## src/rtl/mvme_job_arbiter.sv

```systemverilog
// Purpose : round-robin arbiter sharing one 8-operand MVME MAC between N_REQ requesters;
//           registers the winning operands onto the MVME inputs and returns the tagged result.
// Latency : request accept -> rsp_valid after LAT+1 edges; one job per cycle, responses in issue order.
// Backpres: grant is a combinational one-hot req_ready; no response back-pressure (consumer takes every rsp).
// Ports   : clk/rst (async active-high); enable, flush; req_valid/req_ready/req_op/req_sel per requester;
//           mvme_a..mvme_h operands out; mvme_out_total/ab_cd/ef_gh/overload results in;
//           rsp_valid/rsp_id/rsp_data/rsp_overload response; inflight count and busy flag.
module mvme_job_arbiter #(
  parameter int N_REQ = 4,
  parameter int W     = 35,
  parameter int LAT   = 10
) (
  input  logic                   clk,
  input  logic                   rst,
  input  logic                   enable,
  input  logic                   flush,
  input  logic [N_REQ-1:0]       req_valid,
  output logic [N_REQ-1:0]       req_ready,
  input  logic [N_REQ*8*W-1:0]   req_op,
  input  logic [N_REQ*2-1:0]     req_sel,
  output logic [W-1:0]           mvme_a,
  output logic [W-1:0]           mvme_b,
  output logic [W-1:0]           mvme_c,
  output logic [W-1:0]           mvme_d,
  output logic [W-1:0]           mvme_e,
  output logic [W-1:0]           mvme_f,
  output logic [W-1:0]           mvme_g,
  output logic [W-1:0]           mvme_h,
  input  logic [W-1:0]           mvme_out_total,
  input  logic [W-1:0]           mvme_out_ab_cd,
  input  logic [W-1:0]           mvme_out_ef_gh,
  input  logic                   mvme_overload,
  output logic                   rsp_valid,
  output logic [2:0]             rsp_id,
  output logic [2*W-1:0]         rsp_data,
  output logic                   rsp_overload,
  output logic [3:0]             inflight,
  output logic                   busy
);

  logic [2:0]         rr_ptr;
  logic [N_REQ-1:0]   eligible;
  logic [N_REQ-1:0]   rot;
  logic               win_vld;
  logic [2:0]         winner;
  logic [3:0]         cand;
  logic [8*W-1:0]     win_op;
  logic [1:0]         win_sel;

  // Tag pipe: stage 0 is written at the issue edge, stage LAT lines up with mvme_out_*.
  logic [LAT:0]       tag_vld;
  logic [LAT:0][2:0]  tag_id;
  logic [LAT:0][1:0]  tag_sel;

  // Rotate the eligible vector so bit 0 is the requester at rr_ptr; the first set bit
  // after rotation is the round-robin winner, mapped back by adding rr_ptr mod N_REQ.
  always_comb begin
    eligible = req_valid & {N_REQ{enable & ~flush}};
    rot      = N_REQ'({eligible, eligible} >> rr_ptr);
    win_vld  = 1'b0;
    winner   = '0;
    cand     = '0;
    for (int off = 0; off < N_REQ; off++) begin
      if (!win_vld && rot[off]) begin
        win_vld = 1'b1;
        cand    = {1'b0, rr_ptr} + 4'(off);
        if (cand >= 4'(N_REQ)) cand = cand - 4'(N_REQ);
        winner  = cand[2:0];
      end
    end
  end

  // One-hot grant and operand/select mux; zero operands when nobody wins.
  always_comb begin
    req_ready = '0;
    win_op    = '0;
    win_sel   = '0;
    for (int i = 0; i < N_REQ; i++) begin
      if (win_vld && winner == 3'(i)) begin
        req_ready[i] = 1'b1;
        win_op       = req_op[i*8*W +: 8*W];
        win_sel      = req_sel[i*2 +: 2];
      end
    end
  end

  always_ff @(posedge clk or posedge rst) begin
    if (rst) begin
      rr_ptr       <= '0;
      {mvme_a, mvme_b, mvme_c, mvme_d, mvme_e, mvme_f, mvme_g, mvme_h} <= '0;
      tag_vld      <= '0;
      tag_id       <= '0;
      tag_sel      <= '0;
      rsp_valid    <= 1'b0;
      rsp_id       <= '0;
      rsp_data     <= '0;
      rsp_overload <= 1'b0;
      inflight     <= '0;
    end else begin
      {mvme_a, mvme_b, mvme_c, mvme_d, mvme_e, mvme_f, mvme_g, mvme_h} <= win_op;
      if (win_vld) rr_ptr <= (winner == 3'(N_REQ-1)) ? 3'd0 : winner + 3'd1;

      // Flush kills every tagged job, including the one about to be reported this edge.
      tag_vld <= flush ? '0 : {tag_vld[LAT-1:0], win_vld};
      tag_id  <= {tag_id[LAT-1:0], winner};
      tag_sel <= {tag_sel[LAT-1:0], win_sel};

      rsp_valid <= tag_vld[LAT] & ~flush;
      if (tag_vld[LAT] && !flush) begin
        rsp_id       <= tag_id[LAT];
        rsp_overload <= mvme_overload;
        case (tag_sel[LAT])
          2'd0:    rsp_data <= {{W{1'b0}}, mvme_out_total};
          2'd1:    rsp_data <= {{W{1'b0}}, mvme_out_ab_cd};
          2'd2:    rsp_data <= {{W{1'b0}}, mvme_out_ef_gh};
          default: rsp_data <= {mvme_out_ef_gh, mvme_out_ab_cd};
        endcase
      end else begin
        rsp_id       <= '0;
        rsp_data     <= '0;
        rsp_overload <= 1'b0;
      end

      // Issue and retire on the same edge cancel out.
      if (flush) inflight <= '0;
      else       inflight <= inflight + {3'd0, win_vld} - {3'd0, tag_vld[LAT]};
    end
  end

  assign busy = (inflight != 4'd0);

endmodule

```

## config.mk

```make
export PLATFORM = sky130hd
export DESIGN_NAME = mvme_job_arbiter
export DESIGN_NICKNAME = d
export VERILOG_FILES = /design/src/rtl/mvme_job_arbiter.sv
export SDC_FILE = /design/constraint.sdc
export NUM_CORES = 1
export LEC_CHECK = 0
export BUFFER_PORTS_ARGS = -buffer_cell sky130_fd_sc_hd__clkbuf_2
export CAP_MARGIN = 25
export CORE_AREA = 8 8 622 624
export CTS_CLUSTER_DIAMETER = 120
export DETAILED_ROUTE_END_ITERATION = 8
export DIE_AREA = 0 0 630 632
export PLACE_DENSITY = 0.3
export SETUP_SLACK_MARGIN = 0.15
export SYNTH_ARGS = -nofsm -noshare
export SYNTH_HDL_FRONTEND = slang
export SYNTH_SLANG_ARGS = --single-unit
```

## constraint.sdc

```tcl
create_clock -name clk -period 11.5 [get_ports clk]
set_input_delay 0 -clock clk [delete_from_list [all_inputs] [get_ports clk]]
set_output_delay 0 -clock clk [all_outputs]
set_load 0.01 [all_outputs]
```

[Yosys cells after proc, flatten, opt, wreduce, memory -nomap -nowiden]
Index checks and enable logic that the tools add are counted.
Operators by class
  add/sub/neg operators: 10
  multiply operators: 0
  div/mod/pow operators: 0
  $lt $le $gt $ge: 4
  eq/ne operators: 5
  shifts and indexed selects: 1
  mux-type cells: 31
  bitwise operators: 4
  reduce and logical (&&, ||, !) cells: 15
Operators with widths (number)
  $mux W280: 4
  $pmux W70 S3: 1
  $mux W70: 1
  $mux W3: 10
  $ge A4 B3 Y1 const B: 3
  $sub A3 B3 Y3 const B: 4
  $mux W11: 1
  $mux W1: 9
  $add A3 B2 Y4 const B: 2
  $logic_and A1 B1 Y1: 8
  $mux W2: 4
  $shr A8 B3 Y4: 1
  $eq A3 B2 Y1 const B: 2
  $add A3 B1 Y4 const B: 1
  $add A4 B1 Y4: 1
  $and A4 B4 Y4: 1
  $logic_not A1 Y1: 4
  $mux W4: 1
  $reduce_bool A4 Y1: 1
  $sub A4 B1 Y4: 1
  $add A3 B1 Y3 const B: 1
  $eq A3 B1 Y1 const B: 1
  $ge A3 B3 Y1 const B: 1
  $logic_not A3 Y1: 1
  5 further kinds: 6
Storage, ports and cells
  register bits: 428
  latch bits: 0
  memory bits (writable): 0
  memory bits (read-only): 0
  input port bits: 1242
  output and inout bits: 364
  word-level logic and storage cells: 107
  memories kept: 0

[Logic depth before layout (Yosys ltp)]
Gate-level depths: netlist of the first run.
  depth after elaboration: 20
  mapped depth: 17
  depth with buffers taken out: 12

[Least setup slack after synthesis of the first run]
No wires, ideal clock.
  path type: register to register
  start: reg rr_ptr[0]
  end: reg mvme_b[10]
  library setup time: 0.072 ns
  data arrival time: 2.960 ns
  required time: 11.428 ns
  slack: 8.468 ns
  cell stages (with the launch flop): 18
  buffers on the path: 5
  clock period less this slack: 3.032 ns
  cells stage by stage: dfrtp_1 -> buf_6 -> buf_2 -> inv_1 -> ha_1 -> a31oi_1 -> a221o_1 -> a21oi_1 -> a211oi_1 -> ha_1 -> clkbuf_1 -> nor2b_1 -> clkbuf_1 -> clkbuf_1 -> a221oi_1 -> nor3_1 -> a21oi_1 -> nor2_1
Between the ends
  word-level cells in the longest chain between the ends: 17
  elaborated cells between the ends (all ways): 42
  those cells by class: 7 x add/sub; 4 x order compare; 3 x eq/ne; 1 x shift; 16 x mux; 11 x reduce/logical
Ends and longest elaborated chain
  from (decl): RTL line 41  | logic [2:0] rr_ptr;
  from (signal assigned): RTL line 101  | if (win_vld) rr_ptr <= (winner == 3'(N_REQ-1)) ? 3'd0 : winner + 3'd1;
  parallel branches: the longest is 16 deep, another holds $add A3 B1 Y4
  $mux W280 (*): RTL line 79  | if (win_vld && winner == 3'(i)) begin
  named net win_op[220]: RTL line 47  | logic [8*W-1:0] win_op;
  to (signal assigned): RTL line 100  | {mvme_a, mvme_b, mvme_c, mvme_d, mvme_e, mvme_f, mvme_g, mvme_h} <= win_op;
  to (decl): RTL line 22  | output logic [W-1:0] mvme_b,
Mark *: on every way through the listed nets, which the timed path passes.
A chain may end at the register's enable or synchronous reset.

[Worst setup path after layout of the first run]
  start: reg rr_ptr[0]
  end: reg mvme_c[18]
Between the ends
  word-level cells in the longest chain between the ends: 17
  elaborated cells between the ends (all ways): 42
  those cells by class: 7 x add/sub; 4 x order compare; 3 x eq/ne; 1 x shift; 16 x mux; 11 x reduce/logical
Ends and longest elaborated chain
  parallel branches: the longest is 10 deep, another holds $add A3 B1 Y4
  $mux W3 (*): RTL line 64  | if (!win_vld && rot[off]) begin
  named net winner[0]: RTL line 45  | logic [2:0] winner;
  $logic_not A3 Y1: RTL line 79
  $logic_and A1 B1 Y1: RTL line 79
  $mux W280 (3 in series): RTL line 79
  $mux W280 (*): RTL line 79
  named net win_op[193]: RTL line 47
  to (signal assigned): RTL line 100
  to (decl): RTL line 23  | output logic [W-1:0] mvme_c,
Marked as above.

==> parameters.txt, run 1 <==
Parameter                              Value

Outcome
  Run status    complete, no violations

Logic synthesis
  Async set or reset register ratio after synthesis    100.0%
  Yosys warns    0
  Number of nets produced by synthesis    3614
  Most instantiated cells after synthesis    sky130_fd_sc_hd__nor2_1, sky130_fd_sc_hd__dfrtp_1, sky130_fd_sc_hd__a21oi_1, sky130_fd_sc_hd__nor3_1, sky130_fd_sc_hd__a221oi_1
  EDFF count, synth    0
  Cell type contributing the most total cell area after synthesis    sky130_fd_sc_hd__dfrtp_1
  Post-Synthesis Cells    2361
  Post-synth top area share    51.19%
  Synthesized area    20920 um^2
  FF+latch count, synth    428
  Post-synthesis sequential area ratio    51.19%
  Average size of a mapped cell    8.862 um^2
  Flip-flop cell with the highest count after synthesis    sky130_fd_sc_hd__dfrtp_1
  Cell types with the largest area share after synthesis    sky130_fd_sc_hd__dfrtp_1, sky130_fd_sc_hd__a221oi_1, sky130_fd_sc_hd__nor2_1
  Unique cell type count in the Yosys netlist    40
  Most instantiated library cell after synthesis    sky130_fd_sc_hd__nor2_1

STA
  Final hold violations    0
  Final clock period utilization by the worst path    54.14%
  Final hold slack    69.44 ps
  Total negative slack    0 ps
  Total setup violations reported at the end of the flow    0
  Headroom to the max-slew limit    31.52%
  Smallest setup slack after layout    5274 ps
  Final critical path time including I/O delays and setup    6226 ps
  Clock Skews    94.16 ps
  FMAX    160.6 MHz
  Unrepaired setup endpoints after global routing    no
  Slew at the pin closest to its max-slew limit    1019 ps
  Number of pins with negative max-slew slack in the final report    0

Worst setup path
  Most frequent cell on the critical path    sky130_fd_sc_hd__buf_4
  Kind of critical path    register to register
  CP endpoint    mvme_c[18]$_DFF_PP0_
  Minimum setup slack among reg-to-reg paths    5270 ps
  CP Max Fanout    54
  Worst R2R Path Depth    14
  Timing startpoint of the critical path    rr_ptr[0]$_DFFE_PP0P_
  WP data required    12160 ps
  Max stage delay cell, worst path    sky130_fd_sc_hd__ha_4
  Slowest stage delay, CP    780 ps
  Launching element type of the critical path    register
  Ordered list of cells on the worst path    mux2i_2, nand2_1, o221a_2, a2111oi_2, a31o_1, ha_4, buf_4, buf_4, a221oi_1, buf_4, nor3_1, a21oi_1, dlygate4sd3_1, nor2_1
  Arrival @ worst endpoint    6880 ps
  RR Startpoint    rr_ptr[0]$_DFFE_PP0P_
  Type of element capturing the critical path    register
  Reg2reg end    mvme_c[18]$_DFF_PP0_

Drt
  Via count of the routed design    31760
  Drt initial violations    2466
  Remaining antenna violation count    0
  Routed WL    322.7 mm
  First-pass iteration count of the detailed router    6
  Via density per instance    3.248
  Routed len/inst    33.00 um
  DRC viols    0

Clocking
  Total CTS buffers    75
  Clock latency on the worst-skew pair    810 ps
  CTS clk-pin slew, worst paths    60 ps
  TritonCTS clock tree    built
  Bufs on Longest Clock Path    4
  Clk Tree Root Cell    sky130_fd_sc_hd__clkbuf_16
  Post-CTS Setup Bufs    0
  Number of H-tree branching levels    3
  Number of clock sinks seen by CTS    428

Placed design
  HPWL after detailed placement    280.6 mm
  Worst slack at placement    5754 ps
  Area post-placement    34710 um^2
  RePlAce Congestion    0.9443
  Number of port buffers    1605

Die
  Die extent in x    630 um
  Initial core utilization    5.547%
  Top-level I/O count    1606
  Number of placement rows    226
  Area of the die    398200 um^2
  Placeable core area    377200 um^2
  Die Height    632 um

GRT
  Pin count of the biggest net entering global routing    133
  Grt ovf    0
  Number of global-route vias before repair    32310
  Initial antenna violation count    355
  Global-route wire length before repair    397.7 mm
  GRT Total Usage    15.45%

Power and ir drop
  Switching part of the total    40.71%
  Worst vdd rail ir drop    0.1277 mV
  Relative contribution of the clock network to total power    27.7%
  Pleak    0.02029 uW
  Internal power of the cells    5034 uW
  Net Sw Power    3457 uW
  Power per Cell Area    188.3 nW/um^2
  Sequential fraction of design power    21.9%
  Logic pwr share    50.4%

Worst hold path
  Classification of the worst-slack hold path    input pin to register

Run
  Max-cap viol count    0

Layout
  Share of layout cells above drive strength 1    38.21%
  Total Nets Final    5877
  Filler instances    44010
  Fin area    45100 um^2
  Area growth from synthesis to layout    115.6%
[layout make-up]
class                           instances  area, um^2  area share, %
Antenna cell                           89       222.7         0.4938
Clock buffer                          103        2123          4.708
Clock inverter                         22       316.6         0.7019
Inverter                               11       60.06         0.1332
Multi-Input combinational cell       1679        9173          20.34
Sequential cell                       428       10720          23.76
Tap cell                             5016        6276          13.92
Timing Repair Buffer                 2429       16210          35.95
[how the worst min path moves through the flow]
| stage | start | to | slack (ps) | cells past startpoint |
|---|---|---|---|---|
| 6_report | req_op[796] | mvme_b[26]$_DFF_PP0_ | 70 | 5 |
| 4_1_cts | mvme_out_ef_gh[33] | rsp_data[68]$_DFF_PP0_ | 1 | 3 |
| 5_1_grt | mvme_out_ef_gh[27] | rsp_data[62]$_DFF_PP0_ | 40 | 3 |
| 2_1_floorplan | flush | tag_vld[10]$_DFF_PP0_ | 70 | 1 |
| 3_3_place_gp | rst | rsp_id[1]$_DFF_PP0_ | 90 | 2 |
| 3_5_place_dp | rst | rsp_id[1]$_DFF_PP0_ | 80 | 2 |
[metal layers]
layer | vias to the layer above | GRT usage, % | part of all wire [%]
li1 | 13120 | - | -
met1 | 15610 | 17.12 | 37
met2 | 2030 | 25.87 | 46
met3 | 747 | 8.199 | 12
met4 | 242 | 4.049 | 3.7
met5 | - | 0 | 0.48
[power by group through the flow]
stage	clock network, uW	logic, uW	registers, uW
6_report	2360	4280	1860
5_1_grt	2520	4610	1880
4_1_cts	2490	4340	1860
3_5_place_dp	0	3310	1880
3_3_place_gp	0	3310	1890
2_1_floorplan	0	1570	1910
[kinds of logic (layout without fill, tap and decap cells)]
kind of cell	after synthesis	in the layout	share of synthesized area, %
other cells	1	90	0.01792
flops	428	428	51.19
simple gates	1005	1005	20.61
compound gates	621	621	20.27
buf+inv	254	2565	5.262
xor+xnor	3	3	0.1256
fa+ha+maj	11	11	0.6937
mux	38	38	1.836
[cell usage in the layout, fill, tap and decap left out, types with 3 or more instances in the layout]
cell type	count
sky130_fd_sc_hd__clkbuf_2	1605
sky130_fd_sc_hd__dlygate4sd3_1	772
sky130_fd_sc_hd__nor2_1	641
sky130_fd_sc_hd__dfrtp_1	426
sky130_fd_sc_hd__a21oi_1	322
sky130_fd_sc_hd__nor3_1	285
sky130_fd_sc_hd__a221oi_1	280
sky130_fd_sc_hd__diode_2	89
sky130_fd_sc_hd__clkbuf_16	76
sky130_fd_sc_hd__buf_4	47
sky130_fd_sc_hd__and2_1	43
sky130_fd_sc_hd__mux2i_1	37
sky130_fd_sc_hd__clkbuf_1	15
sky130_fd_sc_hd__nor2b_1	13
sky130_fd_sc_hd__clkbuf_8	12
sky130_fd_sc_hd__inv_1	8
sky130_fd_sc_hd__nand2_1	8
sky130_fd_sc_hd__clkinv_2	8
sky130_fd_sc_hd__ha_1	7
sky130_fd_sc_hd__bufinv_16	7
sky130_fd_sc_hd__nand2b_1	6
sky130_fd_sc_hd__buf_12	5
sky130_fd_sc_hd__a31oi_1	3
sky130_fd_sc_hd__xnor2_1	3
sky130_fd_sc_hd__clkinvlp_4	3
sky130_fd_sc_hd__ha_4	3
[critical path: cells and delay by family (launching register included)]
| family | cells | cell delay, ps |
|---|---|---|
| AO/OA/AOI/OAI | 5 | 1380 |
| adder cells (fa/ha/maj) | 1 | 780 |
| buffers and inverters | 4 | 2160 |
| flip-flops | 1 | 700 |
| multiplexers | 1 | 410 |
| AND/OR/NAND/NOR | 3 | 460 |
[stage by stage]
step | instances | utilization (%) | power (uW)
3_3_place_gp | 8791 | 9.202 | 5200
5_1_grt | 9737 | 11.93 | 9010
4_1_cts | 9688 | 11.90 | 8686
6_report | 9777 | 11.96 | 8491
2_1_floorplan | 2361 | - | 3478
3_5_place_dp | 8791 | 9.202 | 5191
[repair_timing]
| item | in CTS | in global routing |
|---|---|---|
| gates resized for setup | 0 | 0 |
| hold buffers | 772 | 0 |
| endpoints found under the hold margin | 503 | 0 |
[state kept, by name (all words and copies together), names as in the netlist, 3 cells and up]
| register | flops |
|---|---|
| inflight | 4 |
| mvme_b | 35 |
| mvme_e | 35 |
| rsp_id | 3 |
| mvme_f | 35 |
| rsp_data | 70 |
| tag_sel | 22 |
| mvme_g | 35 |
| tag_vld | 11 |
| mvme_a | 35 |
| rr_ptr | 3 |
| mvme_c | 35 |
| mvme_h | 35 |
| mvme_d | 35 |
| tag_id | 33 |
(Power assumes the default switching activity.)
==> run 2, diff against run 1 <==
--- a/config.mk
+++ b/config.mk
@@ -5,12 +5,13 @@
 export SDC_FILE = /design/constraint.sdc
 export NUM_CORES = 1
 export LEC_CHECK = 0
+export ABC_AREA = 1
 export BUFFER_PORTS_ARGS = -buffer_cell sky130_fd_sc_hd__clkbuf_2
 export CAP_MARGIN = 25
-export CORE_AREA = 8 8 622 624
+export CORE_AREA = 8 8 627 629
 export CTS_CLUSTER_DIAMETER = 120
 export DETAILED_ROUTE_END_ITERATION = 8
-export DIE_AREA = 0 0 630 632
+export DIE_AREA = 0 0 635 637
 export PLACE_DENSITY = 0.3
 export SETUP_SLACK_MARGIN = 0.15
 export SYNTH_ARGS = -nofsm -noshare
==> constraint.sdc (replaced) <==
create_clock -name clk -period 5 [get_ports clk]
set_input_delay 0 -clock clk [delete_from_list [all_inputs] [get_ports clk]]
set_output_delay 0 -clock clk [all_outputs]
set_load 0.01 [all_outputs]
==> run 2 against run 1 <==
Compared with the run above:
- clock power grew 140%
- area after synthesis increased by 21%
- hold slack got worse by 57 ps
- final cell count up 13%
- die area up 1.6%
- flip-flop and latch count is the same
- combinational power grew to 9.6 times the previous value
- core utilization grew 1.3 points
- clock skew up 1.8 ps
- critical endpoint is now mvme_f[34]$_DFF_PP0_
- largest cell class unchanged
- largest power group unchanged
==> parameters.txt, run 2 <==
Parameter                              Value

Outcome
  Run status    complete, no violations

Die
  Die Height    637 um
  Area of the die    404500 um^2
  Placeable core area    383700 um^2
  Initial core utilization    6.580%
  Number of placement rows    228
  Top-level I/O count    1606
  Die extent in x    635 um

Logic synthesis
  Share of the synthesized netlist area taken by xor and xnor gates    0%
  Flip-flop cell with the highest count after synthesis    sky130_fd_sc_hd__dfrtp_1
  Compound-gate portion of the synthesized area    9.590%
  Average size of a mapped cell    7.191 um^2
  EDFF count, synth    0
  Cell type contributing the most total cell area after synthesis    sky130_fd_sc_hd__dfrtp_1
  Post-synth top area share    42.42%
  Most instantiated library cell after synthesis    sky130_fd_sc_hd__nand3_1
  Post-Synthesis Cells    3511
  Cell types with the largest area share after synthesis    sky130_fd_sc_hd__dfrtp_1, sky130_fd_sc_hd__nand3_1, sky130_fd_sc_hd__inv_1
  Unique cell type count in the Yosys netlist    32
  Number of nets produced by synthesis    4764
  Yosys warns    0
  Post-synthesis sequential area ratio    42.42%
  Largest family of logic cells by synthesized area    simple AND/OR/NAND/NOR gates
  Synthesized area    25250 um^2
  Multiplexer fraction of the synthesized cell area    0%
  Synthesized-area fraction occupied by and/or/nand/nor cells    34.09%
  FF+latch count, synth    428
  Most instantiated cells after synthesis    sky130_fd_sc_hd__nand3_1, sky130_fd_sc_hd__inv_1, sky130_fd_sc_hd__nand2_1, sky130_fd_sc_hd__dfrtp_1, sky130_fd_sc_hd__o21ai_0
  Async set or reset register ratio after synthesis    100.0%
  Fraction of the mapped netlist area in adder cells    0.5749%

Clocking
  CTS clk-pin slew, worst paths    60 ps
  Number of H-tree branching levels    3
  TritonCTS clock tree    built
  Clk Tree Root Cell    sky130_fd_sc_hd__clkbuf_16
  Bufs on Longest Clock Path    4
  Total CTS buffers    77
  Number of clock sinks seen by CTS    428
  Clock latency on the worst-skew pair    800 ps

GRT
  Global-route wire length before repair    410.5 mm
  Grt ovf    0
  GRT Total Usage    15.16%
  Initial antenna violation count    253
  Number of global-route vias before repair    38930
  Pin count of the biggest net entering global routing    137

STA
  Total setup violations reported at the end of the flow    0
  Final critical path time including I/O delays and setup    4657 ps
  Final hold violations    0
  Number of pins with negative max-slew slack in the final report    0
  Slew at the pin closest to its max-slew limit    1026 ps
  Final clock period utilization by the worst path    93.13%
  Headroom to the max-slew limit    31.58%
  Unrepaired setup endpoints after global routing    yes
  FMAX    214.8 MHz
  Clock Skews    95.94 ps

Drt
  Remaining antenna violation count    0
  Wire length the detailed router placed on met1    114.3 mm
  Routed WL    321.5 mm
  Total length of routed met2 wires    167.8 mm
  First-pass iteration count of the detailed router    7
  Drt initial violations    2242
  Via density per instance    3.315
  Via count of the routed design    36630
  Max Used Layer    met5
  Routed len/inst    29.10 um
  Met3 WL post-DR    28.39 mm
  DRC viols    0

Placed design
  RePlAce Congestion    0.9159
  Number of port buffers    1605
  Placed instance count    9998
  HPWL after detailed placement    276.4 mm

Layout
  Total Nets Final    7124
  Share of layout cells above drive strength 1    32.77%
  Register with the highest flop count    rsp_data
  Max reg flops    70
  Most frequent standard cell in the layout excluding fill and tap cells    sky130_fd_sc_hd__clkbuf_2
  Area growth from synthesis to layout    101.6%
  Number of non-filler instances in the completed layout    11050
  Commonest cells after routing, fill and taps aside    sky130_fd_sc_hd__clkbuf_2, sky130_fd_sc_hd__dlygate4sd3_1, sky130_fd_sc_hd__nand3_1

Run
  Max-cap viol count    0

Power and ir drop
  Worst vdd rail ir drop    0.6866 mV
  Power after layout    52770 uW
  Power per Cell Area    1037 nW/um^2
  Pleak    0.02512 uW

Worst setup path
  Launching element type of the critical path    register
  WP data required    5690 ps
  Arrival @ worst endpoint    5350 ps
  Type of element capturing the critical path    register
  CP Max Fanout    75
  Kind of critical path    register to register

Worst hold path
  Classification of the worst-slack hold path    input pin to register
==> run 2: changes by cell type in the layout (fill, tap and decap cells not counted), moves of 43 or more <==
cell	delta
sky130_fd_sc_hd__and2_1	-43
sky130_fd_sc_hd__nand3b_1	+194
sky130_fd_sc_hd__nand4_1	+90
sky130_fd_sc_hd__nand3_1	+639
sky130_fd_sc_hd__a221oi_1	-280
sky130_fd_sc_hd__dlygate4sd3_1	+77
sky130_fd_sc_hd__nor2_1	-388
sky130_fd_sc_hd__buf_4	+45
sky130_fd_sc_hd__nand2_1	+442
sky130_fd_sc_hd__o21ai_0	+275
sky130_fd_sc_hd__inv_1	+524
sky130_fd_sc_hd__nor3_1	-249
sky130_fd_sc_hd__a21oi_1	-124
sky130_fd_sc_hd__or2_2	+73
==> run 2: logic make-up (layout without fill, tap and decap cells) <==
group                      after synthesis  count (layout)
DFF                                    428             428
adders and majority gates               11              11
AOI/OAI and AO/OA                      481             481
other                                    1              66
buffers and inverters                  839            3250
and+or+nand+nor                       1751            1752
==> run 2: report_power, final <==
group	internal (uW)	switching (uW)	total (uW)
Clock	3420	2230	5650
Sequential	5290	813	6100
Combinational	16700	24400	41000
Total	25400	27400	52800
==> run 2: repair_timing <==
item	CTS	global route
hold endpoints to repair	417	0
hold buffers	849	0
gates resized for setup	1	7
setup buffers	0	4
gates cloned	0	1
endpoints found under the setup margin	1	106
pin swaps	0	0
==> run 2: worst max-delay path, cell delays in order, from the launching register on <==
cell	delay, ps
sky130_fd_sc_hd__dfrtp_1	600
sky130_fd_sc_hd__inv_2	170
sky130_fd_sc_hd__nand2_1	110
sky130_fd_sc_hd__nand2_1	70
sky130_fd_sc_hd__nand2_1	90
sky130_fd_sc_hd__nand3_1	150
sky130_fd_sc_hd__nand2_1	150
sky130_fd_sc_hd__inv_1	60
sky130_fd_sc_hd__nand2_1	80
sky130_fd_sc_hd__nor2_1	40
sky130_fd_sc_hd__a211oi_1	230
sky130_fd_sc_hd__buf_4	200
sky130_fd_sc_hd__ha_4	370
sky130_fd_sc_hd__buf_12	290
sky130_fd_sc_hd__nand3_1	240
sky130_fd_sc_hd__nand3_1	150
sky130_fd_sc_hd__dlygate4sd3_1	560
sky130_fd_sc_hd__nand3_1	60
sky130_fd_sc_hd__dlygate4sd3_1	570
sky130_fd_sc_hd__nand2_1	60
==> run 2: cell type report <==
type,count,area [um^2]
Clock buffer,100,2133
Clock inverter,31,416.7
Fill cell,44830,332800
Antenna cell,65,162.7
Inverter,542,2051
Tap cell,5060,6331
Timing Repair Buffer,2577,17830
Multi-Input combinational cell,2245,11270
Sequential cell,428,10710
==> run 2: through the flow <==
stage               hold slack [ps]  setup slack, ps  area, um^2  utilization (%)  setup TNS [ps]
floorplan                     65.25           -777.4       25250                -         -332730
global placement              203.5            657.0       39580            10.32               0
detailed placement            185.4            777.3       39610            10.32               0
CTS                         0.08182            204.7       50660            13.20               0
global route                  25.86            48.05       50850            13.25               0
finish                        12.68            343.4       50900            13.27               0
==> run 2: path summary, 6_finish.rpt <==
check | depth (start not counted) | end | slack [ps] | startpoint
worst max-delay path | 19 | mvme_f[34]$_DFF_PP0_ | 340 | rr_ptr[0]$_DFFE_PP0P_
worst min-delay path | 5 | rsp_data[19]$_DFF_PP0_ | 10 | mvme_out_ab_cd[19]
worst max register to register | 19 | mvme_f[34]$_DFF_PP0_ | 340 | rr_ptr[0]$_DFFE_PP0P_
worst min register to register | 0 | tag_sel[5]$_DFF_PP0_ | 320 | tag_sel[3]$_DFF_PP0_
max in group asynchronous | 6 | mvme_g[18]$_DFF_PP0_ | 2860 | rst
min in group asynchronous | 4 | mvme_e[3]$_DFF_PP0_ | 540 | rst
==> run 2: per-layer routing <==
metal | global-route usage [%] | vias up
met5 | 0 | -
met2 | 28.70 | 1752
met4 | 3.493 | 156
li1 | - | 16120
met3 | 5.673 | 597
met1 | 15.75 | 18000
